File: config.mk
export PLATFORM = sky130hd
export DESIGN_NAME = regs_file_mc_flat
export DESIGN_NICKNAME = d
export VERILOG_FILES = /design/src/rtl/regs_file_mc_pkg.sv /design/src/rtl/regs_file_mc_if.sv /design/src/rtl/regs_file_mc_rd_port.sv /design/src/rtl/regs_file_mc.sv /design/src/flat_wrapper.sv
export SDC_FILE = /design/constraint.sdc
export NUM_CORES = 2
export LEC_CHECK = 0
export BUFFER_PORTS_ARGS = -buffer_cell sky130_fd_sc_hd__buf_4
export CORE_UTILIZATION = 50
export DETAILED_ROUTE_END_ITERATION = 10
export PLACE_DENSITY = 0.72
export SYNTH_ARGS = -nofsm -noshare
export SYNTH_HDL_FRONTEND = slang
export SYNTH_SLANG_ARGS = --single-unit
File: constraint.sdc
create_clock -name clk -period 4.21 [get_ports clk]
set_clock_uncertainty 0.05 [all_clocks]
set_input_delay 0.842 -clock clk [delete_from_list [all_inputs] [get_ports clk]]
set_output_delay 0.842 -clock clk [all_outputs]
set_load 0.1 [all_outputs]
File: src/rtl/regs_file_mc_pkg.sv
// rtl/regs_file_mc_pkg.sv - shared multi-cycle datapath definitions
// Package mc_defs_pkg: register file geometry, well-known register
// numbers and RegDst selector encodings.
package mc_defs_pkg;
   localparam int REG_ADDR_W = 5;
   localparam int REG_DATA_W = 32;

   localparam logic [REG_ADDR_W-1:0] REG_ZERO = 5'd0;
   localparam logic [REG_ADDR_W-1:0] REG_RA   = 5'd31;

   localparam logic [15:0] WR_CNT_MAX = 16'hFFFF;

   typedef enum logic [1:0] {
      RD_RT = 2'b00,
      RD_RD = 2'b01,
      RD_RA = 2'b10
   } regdst_e;
endpackage

File: src/rtl/regs_file_mc_if.sv
// rtl/regs_file_mc_if.sv - register file access bus
// Interface regs_file_mc_if groups the write port, the A/B/debug read
// ports and the write counter.
//   we/wa/wd        write enable, address, data
//   ra1/ra2/dbg_ra  read addresses
//   rd1/rd2/dbg_rd  read data
//   wr_cnt          saturating count of committed non-$0 writes
// Modports: slave (register file side), master (datapath side).
interface regs_file_mc_if #(
   parameter int DATA_W = mc_defs_pkg::REG_DATA_W,
   parameter int ADDR_W = mc_defs_pkg::REG_ADDR_W
);
   logic              we;
   logic [ADDR_W-1:0] wa;
   logic [DATA_W-1:0] wd;
   logic [ADDR_W-1:0] ra1;
   logic [ADDR_W-1:0] ra2;
   logic [ADDR_W-1:0] dbg_ra;
   logic [DATA_W-1:0] rd1;
   logic [DATA_W-1:0] rd2;
   logic [DATA_W-1:0] dbg_rd;
   logic [15:0]       wr_cnt;

   modport slave (
      input  we, wa, wd, ra1, ra2, dbg_ra,
      output rd1, rd2, dbg_rd, wr_cnt
   );

   modport master (
      output we, wa, wd, ra1, ra2, dbg_ra,
      input  rd1, rd2, dbg_rd, wr_cnt
   );
endinterface

File: src/rtl/regs_file_mc_rd_port.sv
// rtl/regs_file_mc_rd_port.sv - one combinational register read port
// Module regs_rd_port. Optional feature macro: REGS_WRITE_BYPASS_EN.
// Ports:
//   ra_i   read address
//   q_i    stored register value at ra_i
//   we_i   write enable        (REGS_WRITE_BYPASS_EN only)
//   wa_i   write address       (REGS_WRITE_BYPASS_EN only)
//   wd_i   write data          (REGS_WRITE_BYPASS_EN only)
//   rd_o   read data; 0 for address 0
module regs_rd_port #(
   parameter int DATA_W = mc_defs_pkg::REG_DATA_W,
   parameter int ADDR_W = mc_defs_pkg::REG_ADDR_W
) (
   input  logic [ADDR_W-1:0] ra_i,
   input  logic [DATA_W-1:0] q_i,
`ifdef REGS_WRITE_BYPASS_EN
   input  logic              we_i,
   input  logic [ADDR_W-1:0] wa_i,
   input  logic [DATA_W-1:0] wd_i,
`endif
   output logic [DATA_W-1:0] rd_o
);
   always_comb begin
      rd_o = q_i;
`ifdef REGS_WRITE_BYPASS_EN
      // Forward the in-flight write so the reader sees it this cycle.
      if (we_i && (wa_i == ra_i)) begin
         rd_o = wd_i;
      end
`endif
      // $0 check last: it overrides both storage and bypass.
      if (ra_i == '0) begin
         rd_o = '0;
      end
   end
endmodule

File: src/rtl/regs_file_mc.sv
// rtl/regs_file_mc.sv - 32 x 32 MIPS register file, multi-cycle datapath
// Module regs_file_mc. Optional feature macro: REGS_WRITE_BYPASS_EN
// (same-cycle forwarding of wd to matching read ports).
// Ports:
//   clk   system clock, all state on posedge
//   rst   synchronous active-high reset; clears registers and wr_cnt
//   bus   regs_file_mc_if.slave: write port, three read ports, wr_cnt
module regs_file_mc
   import mc_defs_pkg::*;
#(
   parameter int DATA_W = REG_DATA_W,
   parameter int ADDR_W = REG_ADDR_W
) (
   input  logic           clk,
   input  logic           rst,
   regs_file_mc_if.slave  bus
);
   localparam int DEPTH = 2 ** ADDR_W;

   logic [DATA_W-1:0] mem_q [DEPTH];
   logic [15:0]       wr_cnt_q;
   logic [15:0]       wr_cnt_d;
   logic              wr_commit;

   // Writes to $0 are dropped entirely, including from the count.
   assign wr_commit = bus.we && (bus.wa != '0);

   always_comb begin
      wr_cnt_d = wr_cnt_q;
      if (wr_commit && (wr_cnt_q != WR_CNT_MAX)) begin
         wr_cnt_d = wr_cnt_q + 16'd1;
      end
   end

   always_ff @(posedge clk) begin
      if (rst) begin
         for (int i = 0; i < DEPTH; i++) begin
            mem_q[i] <= '0;
         end
         wr_cnt_q <= '0;
      end else begin
         if (wr_commit) begin
            mem_q[bus.wa] <= bus.wd;
         end
         wr_cnt_q <= wr_cnt_d;
      end
   end

   assign bus.wr_cnt = wr_cnt_q;

   regs_rd_port #(.DATA_W(DATA_W), .ADDR_W(ADDR_W)) u_rd_a (
      .ra_i (bus.ra1),
      .q_i  (mem_q[bus.ra1]),
`ifdef REGS_WRITE_BYPASS_EN
      .we_i (bus.we),
      .wa_i (bus.wa),
      .wd_i (bus.wd),
`endif
      .rd_o (bus.rd1)
   );

   regs_rd_port #(.DATA_W(DATA_W), .ADDR_W(ADDR_W)) u_rd_b (
      .ra_i (bus.ra2),
      .q_i  (mem_q[bus.ra2]),
`ifdef REGS_WRITE_BYPASS_EN
      .we_i (bus.we),
      .wa_i (bus.wa),
      .wd_i (bus.wd),
`endif
      .rd_o (bus.rd2)
   );

   regs_rd_port #(.DATA_W(DATA_W), .ADDR_W(ADDR_W)) u_rd_dbg (
      .ra_i (bus.dbg_ra),
      .q_i  (mem_q[bus.dbg_ra]),
`ifdef REGS_WRITE_BYPASS_EN
      .we_i (bus.we),
      .wa_i (bus.wa),
      .wd_i (bus.wd),
`endif
      .rd_o (bus.dbg_rd)
   );
endmodule

File: src/flat_wrapper.sv
// flat-port wrapper written by rule: the top's interface ports become plain ports
module regs_file_mc_flat import mc_defs_pkg::*;
#(
   parameter int DATA_W = REG_DATA_W,
   parameter int ADDR_W = REG_ADDR_W
)
  (clk, rst, bus_we, bus_wa, bus_wd, bus_ra1, bus_ra2, bus_dbg_ra, bus_rd1, bus_rd2, bus_dbg_rd, bus_wr_cnt);
  regs_file_mc_if #(.DATA_W(DATA_W), .ADDR_W(ADDR_W)) bus_i ();
  input  logic clk;
  input  logic rst;
  input wire logic [$bits(bus_i.we)-1:0] bus_we;
  input wire logic [$bits(bus_i.wa)-1:0] bus_wa;
  input wire logic [$bits(bus_i.wd)-1:0] bus_wd;
  input wire logic [$bits(bus_i.ra1)-1:0] bus_ra1;
  input wire logic [$bits(bus_i.ra2)-1:0] bus_ra2;
  input wire logic [$bits(bus_i.dbg_ra)-1:0] bus_dbg_ra;
  output wire logic [$bits(bus_i.rd1)-1:0] bus_rd1;
  output wire logic [$bits(bus_i.rd2)-1:0] bus_rd2;
  output wire logic [$bits(bus_i.dbg_rd)-1:0] bus_dbg_rd;
  output wire logic [$bits(bus_i.wr_cnt)-1:0] bus_wr_cnt;
  assign bus_i.we = bus_we;
  assign bus_i.wa = bus_wa;
  assign bus_i.wd = bus_wd;
  assign bus_i.ra1 = bus_ra1;
  assign bus_i.ra2 = bus_ra2;
  assign bus_i.dbg_ra = bus_dbg_ra;
  assign bus_rd1 = bus_i.rd1;
  assign bus_rd2 = bus_i.rd2;
  assign bus_dbg_rd = bus_i.dbg_rd;
  assign bus_wr_cnt = bus_i.wr_cnt;
  regs_file_mc #(.DATA_W(DATA_W), .ADDR_W(ADDR_W)) u_core (.clk(clk), .rst(rst), .bus(bus_i));
endmodule
# After elaboration in Yosys (flattened, before gate mapping)
# Memory sizes are Yosys's and may differ from the RTL's.
# Index checks and enable logic that the tools add are counted.
dict set report totals {
  reg_bits 16
  inputBits 55
  elab_cells 22
  out_inout_bits 112
  ram_bits 1024
  n_memories 1
}
# memory words word_bits rd rd_clocked_by_memory_dff wr line_no
set memory_table {}
lappend memory_table {u_core.mem_q 32 32 3 0 32 regs_file_mc.sv:20} ;# logic [DATA_W-1:0] mem_q [DEPTH];
dict set report op_classes {
  n_reduce_logical 7
  n_addsub 1
  mux 11
  n_eq_ne 1
}
# operator count
set ops {}
lappend ops {{$mux W32} 4}
lappend ops {{$reduce_or A32 Y1} 1}
lappend ops {{$add A16 B1 Y16 const B} 1}
lappend ops {{$ne A16 B16 Y1 const B} 1}
lappend ops {{$logic_not A5 Y1} 3}
lappend ops {{$mux W1} 6}
lappend ops {{$mux W5} 1}
lappend ops {{$reduce_bool A5 Y1} 1}
lappend ops {{$logic_and A1 B1 Y1} 2}

# Depth between registers and ports, before layout
dict set report depth {
  ltp_word 7
  ltp_mapped 7
  depth_no_buf 5
}

# By module
# Synthesis repeated with hierarchy kept, for this count alone.
dict set report unflattened {
  cells_unflattened 5976
  hier_area_um2 66308.6
}
# mod n_inst area_per_inst_um2 cells_each seq_area_each_um2
set by_module_without_submodules {}
lappend by_module_without_submodules {regs_file_mc 1 65343.9 5856 31069.8}
lappend by_module_without_submodules {regs_rd_port 3 321.6 40 0.0}

# Least setup slack after synthesis
# Ideal clock, no wire load.
dict set report synth_path {
  kind {input to output}
  from {in bus_ra2[0]}
  to {out bus_rd2[1]}
  n_path_buf 4
  stages 7
  arrival_ps 4373
  path_slack_ps -1055
  cell_sequence {buf_2 -> inv_1 -> buf_2 -> buf_2 -> buf_1 -> o2111ai_1 -> a311oi_1}
}
dict set report synth_between {
  elab_chain_len 2
  word_cells_on_any_way 3
  classes_between {mux (1); reduce/logical (1); memory (1)}
}
# element line_no
set synth_rtl {}
lappend synth_rtl {{start: declaration} flat_wrapper.sv:15} ;# input wire logic [$bits(bus_i.ra2)-1:0] bus_ra2;
lappend synth_rtl {{$mem_v2 Z32 W32 or $logic_not A5 Y1 (tied branches)} --}
lappend synth_rtl {{$mux W32 (*)} regs_file_mc_rd_port.sv:32} ;# if (ra_i == '0) begin
lappend synth_rtl {{end: declaration} flat_wrapper.sv:18} ;# output wire logic [$bits(bus_i.rd2)-1:0] bus_rd2;
# Mark *: on every way between the ends. The rest lies on a longest branch, timed or not.

# Worst setup path after layout
dict set report layout_path {
  from {in bus_dbg_ra[0]}
  to {out bus_dbg_rd[25]}
}
dict set report layout_between {
  elab_chain_len 2
  word_cells_on_any_way 3
  classes_between {mux (1); reduce/logical (1); memory (1)}
}
# element line_no
set layout_rtl {}
lappend layout_rtl {{start: declaration} flat_wrapper.sv:16} ;# input wire logic [$bits(bus_i.dbg_ra)-1:0] bus_dbg_ra;
lappend layout_rtl {{$mem_v2 Z32 W32 or $logic_not A5 Y1 (tied branches)} --}
lappend layout_rtl {{$mux W32 (*)} regs_file_mc_rd_port.sv:32}
lappend layout_rtl {{end: declaration} flat_wrapper.sv:19} ;# output wire logic [$bits(bus_i.dbg_rd)-1:0] bus_dbg_rd;
# Marked as above.

==> run_results.csv <==
group,metric,value,unit
placement,post-dp-hpwl,152,mm
synth,synth_top_cell_by_area,"edfxtp_1",
timing,setup_repair_after_global_routing_missed_its_margin,"false",
floorplanning,core-area,126000,um^2
cts,cts_resized,0,
setup_path,cp_max_fo,19,
pwr,sequentialPowerShare,44.1,%
timing,fin_crit_sh,98.2,%
placement,placedCellCount,6114,
setup_path,startpoint_type,"input port",
setup_path,timing.critical_path.max_delay_family,"buffers and inverters",
setup_path,cpMostUsedCell,"buf_4",
route,drtAntennaViolNets,0,
grt,grt.overflow.total,0,
timing,tightestPinTransition,1.30,ns
pwr,static-leakage-power,25.2,nW
setup_path,peak_per_stage_delay_on_the_critical_path,0.49,ns
setup_path,setup.worst_path.end_class,"output port",
synth,synth.top_cells.by_count,"edfxtp_1 (1024), and2_1 (996), mux4_2 (672)",
synth,post-synth-top-count-cell,"edfxtp_1",
placement,routabilityCongestion,0.929,
setup_path,worst-endpoint-arrival,3.24,ns
cts,cts-root-buf,"clkbuf_16",
route,final_routed_wirelength,250,mm
pwr,clock_power_share,35.6,%
run_status,status,"completed",
timing,max_freq,242,MHz
finish,fraction_of_final_layout_cells_sized_beyond_drive_strength_1,34.7,%
finish,fin_util,58.4,%
setup_path,crit_slowest_cell,"mux4_2",
route,initialDrtViolationCount,8886,
timing,hold_viol_final,0,
setup_path,critPathBufInv,4,
synth,synth-main-ff-cell,"edfxtp_1",
floorplanning,fp.dieH,359,um
synth,postSynthCellCount,4440,
synth,ys_seq_elements,1040,
placement,io_buffers,166,
pwr,total_switching_power,0.00846,W
route,num_vias,47800,
grt,grt_max_degree,68,
floorplanning,rows,130,
synth,synth_area_leaders,"edfxtp_1 (48%), mux4_2 (24%), and2_1 (9.8%)",
synth,avgSynthCellArea,14.4,um^2
cts,cts_htree_levels,3,
setup_path,critical_path_required,3.32,ns
route,detailedRoute.firstPassIterationCount,5,
cts,post_cts_hold_buffer_count,0,
synth,synth-seq-area-share,48.7,%
setup_path,cp_cell_sequence,"buf_6 > buf_12 > buf_4 > mux4_2 > nor2b_1 > a211oi_1 > a311oi_2 > buf_4",
finish,area_growth_from_synthesis_to_final_layout,15.5,%
synth,synth.distinct_cells,47,
cts,max-clock-path-buffers,3,
pwr,vdd_ir_drop_max,381,uV
floorplanning,design.die.area,129000,um^2
cts,cts_tree,"yes",
cts,cts.repair_timing.setup_buffer_count,0,
timing,worst_slew_margin_rel,13.3,%
grt,grt_pass1_vias,46240,
setup_path,worst-setup-path-type,"input port to output port",
route,remaining_drc_errors,0,
hold_path,worstHoldStart,"u_core.bus.wr_cnt[1]",
route,wl_per_cell,39.4,um
cts,clock_sinks,1040,
synth,synth.yosys.warnings,0,
floorplanning,initial_core_util,50.6,%
synth,netlist.area_leader.share,48.2,%
timing,layout_min_cycle_time,4.13,ns
synth,synth_enable_flop_cells,1024,
cts,clk_latency,0.77,ns
hold_path,hold_class,"register to register",
setup_path,worstSetupStartpoint,"bus_dbg_ra[0]",
pwr,cellPowerDensity,382,nW/um^2
synth,cell_area_synth,63800,um^2
pwr,comb_power_share,20.3,%
floorplanning,io-pin-count,167,
synth,asyncSetResetFlopFracSynth,0,%
setup_path,rr_startpoint,"u_core.bus.wr_cnt[0]",
run,drv_cap,0,
finish,instances_no_fill,6348,
grt,antenna_found_initial,28,
cts,cts.clk_slew.worst_paths,0.06,ns
route,viasPerCell,7.53,
grt,grt_use_total,38.4,%
pwr,power_switching_share,30.1,%
pwr,power.internal,0.0197,W
grt,grt_pass1_wl,349,mm
timing,timing_max_transition_violations_final,0,
cts,tritoncts.num_buffers,114,
floorplanning,dieWidth,359,um
timing,finalSetupViolCount,0,
finish,layout.nets,4636,
==> logic make-up (layout without fill, tap and decap cells) <==
kind of cell	Yosys count	in the layout	synth area share (%)
other	1	51	0.00588
adders and majority gates	1	1	0.0196
buffers and inverters	519	727	3.67
AOI/OAI and AO/OA	550	550	6.30
and+or+nand+nor	1360	1360	12.7
DFF	1040	1040	48.7
muxes	969	969	28.6
==> cell usage in the layout, fill, tap and decap left out, types with 25 or more instances in the layout <==
cell | Yosys | final
edfxtp_1 | 1024 | 1024
and2_1 | 996 | 996
mux4_2 | 672 | 672
buf_4 | 55 | 387
mux2i_1 | 193 | 193
nand2_1 | 150 | 150
clkbuf_16 | 0 | 115
o21ai_0 | 130 | 109
buf_12 | 0 | 107
nor2b_1 | 109 | 106
a211oi_1 | 102 | 102
mux2_2 | 102 | 102
a22oi_1 | 96 | 96
a311oi_2 | 0 | 96
o2111ai_1 | 71 | 71
clkinv_1 | 0 | 36
conb_1 | 1 | 32
nor2_4 | 0 | 30
a221oi_1 | 25 | 25
==> sequential cells by signal (all words and copies together) (netlist names) <==
register	flops
u_core.mem_q	1024
u_core.bus.wr_cnt	16
==> worst register-to-register path, delay by kind of cell, from the launching register on <==
kind	cells	cell delay [ns]
simple gates	1	0.54
flops	1	0.40
buf+inv	2	0.34
mux	1	0.31
compound gates	1	0.12
fa+ha+maj	1	0.25
==> per-stage QoR <==
step	hold WS [ns]	cell area, um^2	total power [W]	worst slack (ns)	setup TNS (ns)
floorplan	0.851	64500	0.0161	-0.203	-69.97
global placement	0.431	70000	0.0180	0.174	0
finish	0.460	73600	0.0281	0.0765	0
detailed placement	0.449	70000	0.0181	0.167	0
CTS	0.460	73600	0.0279	0.165	0
global route	0.491	73600	0.0286	0.0726	0
==> power by group through the flow <==
stage               clock, W  sequential [W]  combinational (W)
global route          0.0104          0.0124            0.00576
detailed placement         0          0.0126            0.00554
global placement           0          0.0125            0.00551
CTS                  0.00999          0.0124            0.00556
floorplan                  0          0.0124            0.00371
finish                0.0100          0.0124            0.00570
==> path summary, 6_finish.rpt <==
path / to / slack (ns) / cells past startpoint
hold / removal: u_core.bus.wr_cnt[1] / 0.46 / 2
hold reg to reg: u_core.bus.wr_cnt[1] / 0.46 / 2
setup / recovery: bus_dbg_rd[25] / 0.08 / 8
setup reg to reg: u_core.bus.wr_cnt[0] / 2.08 / 6
==> metal layers <==
metal	routed length (um)	vias up	GRT usage (%)
met5	150	-	0
met1	82100	23978	49.1
met4	16200	22	21.8
li1	-	17864	-
met2	110000	4839	56.8
met3	41100	1097	13.9
==> layout make-up <==
type | count | area (um^2)
sequential | 1040 | 31100
clock buffer | 139 | 2970
tap | 1650 | 2060
inverter | 9 | 41.3
timing repair buffer | 503 | 5170
multi-input combinational | 2912 | 31600
fill | 9554 | 52400
antenna | 19 | 47.5
clock inverter | 76 | 639
Note: power is estimated with default switching activity, not from simulation.
